File: config.mk
export PLATFORM = sky130hd
export DESIGN_NAME = mem_responder_flat
export DESIGN_NICKNAME = d
export VERILOG_FILES = /design/src/rtl/mem_responder_if.sv /design/src/rtl/mem_responder.sv /design/src/flat_wrapper.sv
export SDC_FILE = /design/constraint.sdc
export NUM_CORES = 2
export LEC_CHECK = 0
export CAP_MARGIN = 20
export CORE_AREA = 5 5 395 397
export DETAILED_ROUTE_END_ITERATION = 12
export DIE_AREA = 0 0 400 402
export PLACE_DENSITY = 0.66
export SLEW_MARGIN = 15
export SYNTH_ARGS = -nofsm -noshare
export SYNTH_HDL_FRONTEND = slang
export SYNTH_SLANG_ARGS = --single-unit
export TNS_END_PERCENT = 5
File: constraint.sdc
create_clock -name clk -period 4.6 [get_ports clk]
set_input_delay 0.92 -clock clk [delete_from_list [all_inputs] [get_ports clk]]
set_output_delay 0.92 -clock clk [all_outputs]
set_load 0.1 [all_outputs]
File: src/rtl/mem_responder_if.sv
// mem_responder_if: request/response bus between a processor-side master and mem_responder
//   req_valid/req_we/req_addr/req_wdata : request from master
//   req_ready                           : responder can accept this cycle
//   rsp_valid/rsp_we/rsp_rdata          : single-cycle response, read data held until next read
//   busy                                : request in flight
interface mem_responder_if #(
    parameter int DATA_W = 8,
    parameter int ADDR_W = 8
);
    logic              req_valid;
    logic              req_we;
    logic [ADDR_W-1:0] req_addr;
    logic [DATA_W-1:0] req_wdata;
    logic              req_ready;
    logic              rsp_valid;
    logic              rsp_we;
    logic [DATA_W-1:0] rsp_rdata;
    logic              busy;
    modport master (
        output req_valid, req_we, req_addr, req_wdata,
        input  req_ready, rsp_valid, rsp_we, rsp_rdata, busy
    );
    modport slave (
        input  req_valid, req_we, req_addr, req_wdata,
        output req_ready, rsp_valid, rsp_we, rsp_rdata, busy
    );
endinterface

File: src/rtl/mem_responder.sv
// mem_responder: wait-state memory responder with a side-band preload port
//   clk, reset (async, active-low)
//   bus       : mem_responder_if slave (request/response handshake)
//   load_en/load_addr/load_data : preload write, honoured only while idle
//   load_err  : one-cycle pulse when a preload was dropped because a request was in flight
module mem_responder #(
    parameter int DATA_W      = 8,
    parameter int ADDR_W      = 8,
    parameter int WAIT_CYCLES = 2
) (
    input  logic              clk,
    input  logic              reset,
    mem_responder_if.slave    bus,
    input  logic              load_en,
    input  logic [ADDR_W-1:0] load_addr,
    input  logic [DATA_W-1:0] load_data,
    output logic              load_err
);
    typedef enum logic [1:0] {S_IDLE, S_WAIT, S_RESP} state_t;
    localparam logic [2:0] CNT_INIT = (WAIT_CYCLES == 0) ? 3'd0 : 3'(WAIT_CYCLES - 1);
    state_t            state_q, state_d;
    logic [2:0]        cnt_q, cnt_d;
    logic [ADDR_W-1:0] addr_q, addr_d;
    logic              we_q, we_d;
    logic [DATA_W-1:0] wdata_q, wdata_d;
    logic [DATA_W-1:0] rdata_q, rdata_d;
    logic              load_err_q, load_err_d;
    logic              accept, enter_resp, mem_we;
    logic [ADDR_W-1:0] mem_waddr;
    logic [DATA_W-1:0] mem_wdata;
    logic [DATA_W-1:0] mem [0:(1<<ADDR_W)-1];
    assign bus.req_ready = (state_q == S_IDLE) & ~load_en & reset;
    assign bus.busy      = state_q != S_IDLE;
    assign bus.rsp_valid = state_q == S_RESP;
    assign bus.rsp_we    = (state_q == S_RESP) & we_q;
    assign bus.rsp_rdata = rdata_q;
    assign load_err      = load_err_q;
    assign accept        = bus.req_valid & bus.req_ready;
    always_comb begin
        state_d    = state_q;
        cnt_d      = cnt_q;
        addr_d     = addr_q;
        we_d       = we_q;
        wdata_d    = wdata_q;
        load_err_d = load_en & (state_q != S_IDLE);
        case (state_q)
            S_IDLE: if (accept) begin
                addr_d  = bus.req_addr;
                we_d    = bus.req_we;
                wdata_d = bus.req_wdata;
                cnt_d   = CNT_INIT;
                state_d = (WAIT_CYCLES == 0) ? S_RESP : S_WAIT;
            end
            S_WAIT: begin
                cnt_d   = (cnt_q == 3'd0) ? 3'd0 : cnt_q - 3'd1;
                state_d = (cnt_q == 3'd0) ? S_RESP : S_WAIT;
            end
            default: state_d = S_IDLE;
        endcase
        // The access happens on the edge that enters RESP; with zero wait states that is
        // the accept edge itself, so the *_d values (fresh from the bus) are used.
        enter_resp = state_d == S_RESP && state_q != S_RESP;
        rdata_d    = (enter_resp & ~we_d) ? mem[addr_d] : rdata_q;
        mem_we     = reset & ((enter_resp & we_d) | (load_en & (state_q == S_IDLE)));
        mem_waddr  = enter_resp ? addr_d : load_addr;
        mem_wdata  = enter_resp ? wdata_d : load_data;
    end
    always_ff @(posedge clk or negedge reset) begin
        if (!reset) begin
            state_q    <= S_IDLE;
            cnt_q      <= 3'd0;
            addr_q     <= '0;
            we_q       <= 1'b0;
            wdata_q    <= '0;
            rdata_q    <= '0;
            load_err_q <= 1'b0;
        end else begin
            state_q    <= state_d;
            cnt_q      <= cnt_d;
            addr_q     <= addr_d;
            we_q       <= we_d;
            wdata_q    <= wdata_d;
            rdata_q    <= rdata_d;
            load_err_q <= load_err_d;
        end
    end
    // Storage is deliberately not reset so preloaded contents survive a reset.
    always_ff @(posedge clk) begin
        if (mem_we) mem[mem_waddr] <= mem_wdata;
    end
endmodule
File: src/flat_wrapper.sv
// flat-port wrapper written by rule: the top's interface ports become plain ports
module mem_responder_flat 
#(
    parameter int DATA_W      = 8,
    parameter int ADDR_W      = 8,
    parameter int WAIT_CYCLES = 2
)
  (clk, reset, load_en, load_addr, load_data, load_err, bus_req_valid, bus_req_we, bus_req_addr, bus_req_wdata, bus_req_ready, bus_rsp_valid, bus_rsp_we, bus_rsp_rdata, bus_busy);
  mem_responder_if #(.DATA_W(DATA_W), .ADDR_W(ADDR_W)) bus_i ();
  input  logic clk;
  input  logic reset;
  input  logic load_en;
  input  logic [ADDR_W-1:0] load_addr;
  input  logic [DATA_W-1:0] load_data;
  output logic load_err;
  input wire logic [$bits(bus_i.req_valid)-1:0] bus_req_valid;
  input wire logic [$bits(bus_i.req_we)-1:0] bus_req_we;
  input wire logic [$bits(bus_i.req_addr)-1:0] bus_req_addr;
  input wire logic [$bits(bus_i.req_wdata)-1:0] bus_req_wdata;
  output wire logic [$bits(bus_i.req_ready)-1:0] bus_req_ready;
  output wire logic [$bits(bus_i.rsp_valid)-1:0] bus_rsp_valid;
  output wire logic [$bits(bus_i.rsp_we)-1:0] bus_rsp_we;
  output wire logic [$bits(bus_i.rsp_rdata)-1:0] bus_rsp_rdata;
  output wire logic [$bits(bus_i.busy)-1:0] bus_busy;
  assign bus_i.req_valid = bus_req_valid;
  assign bus_i.req_we = bus_req_we;
  assign bus_i.req_addr = bus_req_addr;
  assign bus_i.req_wdata = bus_req_wdata;
  assign bus_req_ready = bus_i.req_ready;
  assign bus_rsp_valid = bus_i.rsp_valid;
  assign bus_rsp_we = bus_i.rsp_we;
  assign bus_rsp_rdata = bus_i.rsp_rdata;
  assign bus_busy = bus_i.busy;
  mem_responder #(.DATA_W(DATA_W), .ADDR_W(ADDR_W), .WAIT_CYCLES(WAIT_CYCLES)) u_core (.clk(clk), .reset(reset), .bus(bus_i), .load_en(load_en), .load_addr(load_addr), .load_data(load_data), .load_err(load_err));
endmodule
==> metrics list <==
- Outcome: finished, final reports clean
- The number of different library cells used by synthesis comes to 82.
- The number of nets handed over by synthesis was 5573.
- CP Data Arrival Time: 5.29 ns
- Of the synthesized area, sequential elements account for between 70 and 80%.
- The worst path in the final design needs a cycle of 4.57 ns, including I/O delays and setup.
* I/O pin count: 50
- Wire length of the first global-routing pass: 368000 um
- The clock passes through at most 3 buffers.
- Type of the worst min-delay path: in -> async
- Total buffers and inverters traversed by the critical path: 6
- Among the stages of the critical path, the cell type that occurs most often is buf_4.
- Number of design-rule violations left by the first detailed-router iteration: a little under 8000
- Global-route congestion overflow total: 0
- The tightest hold path in the finished design has a slack of 0.187 ns.
- Clock transition at path regs: approximately 0.060 ns
- For the worst-skew pair, the clock arrives at the later sink with an insertion delay of between 0.8 and 0.9 ns.
* Core ar.: 0.152 mm2
- Hold violation count in the final report: 0
- Transition time at the pin with the least slew margin: ~1.2 ns
- Floorplan row count: 143
* Post-route cell area: 0.0996 mm2
* Number of nets with antenna violations after routing: 0
* Hpwl dp: 169000 um
* Asr flop ratio synth: around 1.5%
* Number of antenna violations at the first check in global routing: 9
- Summed over all cells, the static leakage comes to 35.3 nW.
- Worst setup SP type: input port
- Worst-path maximum fanout: 31
- Multiplexer area fraction after synthesis: 6.92%
- Summing the areas of all xor and xnor instances in the mapped netlist gives 0% of the synthesized area.
* Number of clock buffers inserted by TritonCTS: around 200
* CTS tree: yes
- Each instance of the synthesized netlist takes up on average 15.0 um2.
- H-tree level count: 4
- Die outline width: 400 um
- The count of pins over their slew limit was 0.
- Average routed wire per standard cell: 29.7 um
- Post-synthesis compound-gate area fraction: 6.67%
- Via count normalized by instance count: between 6 and 7
* Synthesized area: 0.0829 mm2
- Pwr dens: 596 mW/mm2
- The tree built by TritonCTS fans out to between 2000 and 2500 sinks.
* Die outline area: around 0.16 mm2
- Area grow syn2layout: 20.1%
* Total DRC errors in the routed layout: 0
- The initial utilization of the core area, before any placement, comes to 54.7%.
- Warning count from the yosys run: 0
* Via count of the first global-routing pass: roughly 52000
- STA puts the critical path data required time at 5.33 ns.
- Routability-driven placement finished with a final weighted congestion of 0.944.
* Port buffer count: 49
- Synth Instances: 5536
- Dominant delay contributor by cell family on the critical path: buffers and inverters
* Kind of capture point of the worst setup path: flop
* Synth Area in Adders: 0%
- After synthesis, the largest family of logic cells by area is simple AND/OR/NAND/NOR gates.
- Max-cap violations in this run came to 0.
* Fraction of the cycle the final worst path needs: 99.3%
* CP max-delay cell: or4b_4
* Overall routing resource usage: roughly a third
- The synthesized design contains about 2100 register bits.
- Worst-case vdd ir drop: between 0.4 and 0.5 mV
* Proportion of layout cells with a drive suffix above 1: 21.5%
- Setup repair after global routing left no endpoint under its margin.
- Placed Area: 0.0931 mm2
* Routed Wire Length: 256000 um
* Type of the worst setup path: in -> reg
- After Yosys synthesis, and, or, nand and nor cells account for 8.88% of the synthesized area.
* Final setup violation count: 0
- Before CTS, the worst setup slack after placement is -0.890 ns.
* Worst path setup slack after routing: 0.0342 ns
* Number of enable-type register cells in the synthesized netlist: 2048
- Number of vias after detailed routing: 54400
- In this run the tightest slew margin relative to its limit is between 20% and 30%.
* Worst path max stage delay: ~0.64 ns
- The net count of the finished layout is 6454.
- Between clock sinks in the finished design, the worst skew comes to 0.0599 ns.
* Largest net degree at the start of global routing: slightly above 70
- Initial DRT Pass Iterations: 6
* Ys flop type: edfxtp_1
- Summed over all failing endpoints, the final setup total negative slack is 0 ns.
- Achievable frequency: 219 MHz
- The critical path goes through clkdlybuf4s50_1, or4b_4, o21ai_1, and2_4, buf_4, buf_12, buf_4, mux2i_1, o22ai_1, o31ai_1, buf_4, o2111ai_1, a21oi_1, buf_4, o21ai_0, and3_1.
- Die span in y: 402 um
* Clock Root Buffer: clkbuf_16
## kinds of logic after synthesis
logic type	Yosys count
DFF	2079
AOI/OAI and AO/OA	870
buffers and inverters	368
muxes	466
and+or+nand+nor	1753
## final cells by class
| class | count | area [um2] |
|---|---|---|
| clock buffer | 278 | 5540 |
| sequential | 2079 | 62300 |
| antenna | 8 | 20.0 |
| multi-input combinational | 3089 | 18900 |
| fill | 10600 | 52000 |
| inverter | 21 | 106 |
| timing repair buffer | 1024 | 9300 |
| clock inverter | 96 | 925 |
| tap | 2030 | 2540 |
## worst paths after layout
kind / start / end / slack (ns) / cells past startpoint
max: load_en / u_core.bus.rsp_rdata[3] / 0.03 / 16
min: reset / u_core.load_err / 0.19 / 2
max reg2reg: u_core.state_q[1] / u_core.bus.rsp_rdata[3] / 0.18 / 15
min reg2reg: u_core.wdata_q[5] / u_core.wdata_q[5] / 0.50 / 2
max in group asynchronous: reset / u_core.bus.rsp_rdata[1] / 3.95 / 2
min in group clk: u_core.wdata_q[5] / u_core.wdata_q[5] / 0.50 / 2
## layout by cell type, fill, tap and decap left out, types with 61 or more instances in the layout
cell type,netlist,layout
o22ai_1,142,142
o21ai_0,74,74
mux4_2,84,84
nand2_1,1011,1010
nor3_1,76,76
mux2i_1,369,366
clkbuf_1,126,61
nor2_1,336,333
nor4_1,67,67
buf_12,2,120
buf_4,63,856
clkbuf_16,0,206
nand3_1,143,143
a21oi_1,353,353
edfxtp_1,2048,2048
## timing repair
item,in CTS,in global routing
gates resized for setup,0,2
setup buffers,0,0
setup endpoints to repair,0,1
hold buffers,0,0
## layer usage
metal	share of wire (%)	up-vias	global-route usage [%]
li1	-	23000	-
met1	37	27000	44.6
met3	13	600	7.61
met4	4.7	0	12.8
met2	45	3766	48.0
met5	0	-	0
## power by group
part,switching [mW],leakage [nW],total (mW),internal [mW]
Combinational,13.5,13.4,21.1,7.61
Sequential,0.218,18.8,22.0,21.8
Clock,7.03,3.13,16.2,9.20
## cell usage after synthesis (34+ instances only)
cell type,count,area [um2]
edfxtp_1,2048,61500
nand2_1,1011,3790
mux2i_1,369,3690
a21oi_1,353,1770
nor2_1,336,1260
nand3_1,143,716
o22ai_1,142,888
clkbuf_1,126,473
buf_2,102,510
mux4_2,84,1890
nor3_1,76,380
o21ai_0,74,370
nor4_1,67,419
buf_4,63,473
a31oi_1,51,319
and3_1,40,250
o221ai_1,34,298
## registers in the layout, indices dropped and copies added (netlist names)
| register | flops |
|---|---|
| u_core.mem | 2048 |
| u_core.addr_q | 8 |
| u_core.bus.rsp_rdata | 8 |
| u_core.wdata_q | 8 |
| u_core.cnt_q | 3 |
| u_core.state_q | 2 |
| u_core.load_err | 1 |
| u_core.we_q | 1 |
## worst register-to-register path, cell delays in order (launching register included)
cell and delay (ns):
dfrtp_1 0.42, or4b_4 0.62, o21ai_1 0.16, and2_4 0.41, buf_4 0.29, buf_12 0.24
buf_4 0.29, mux2i_1 0.22, o22ai_1 0.12, o31ai_1 0.26, buf_4 0.17, o2111ai_1 0.19
a21oi_1 0.47, buf_4 0.20, o21ai_0 0.07, and3_1 0.19
## stage by stage
step	std cells	utilization (%)	total power, mW
3_5_place_dp	8243	61.4	43.0
6_report	8625	65.7	59.4
5_1_grt	8617	65.7	61.1
4_1_cts	8617	65.7	59.1
2_1_floorplan	5536	-	32.6
3_3_place_gp	8243	61.4	42.8
(Power assumes the default switching activity.)
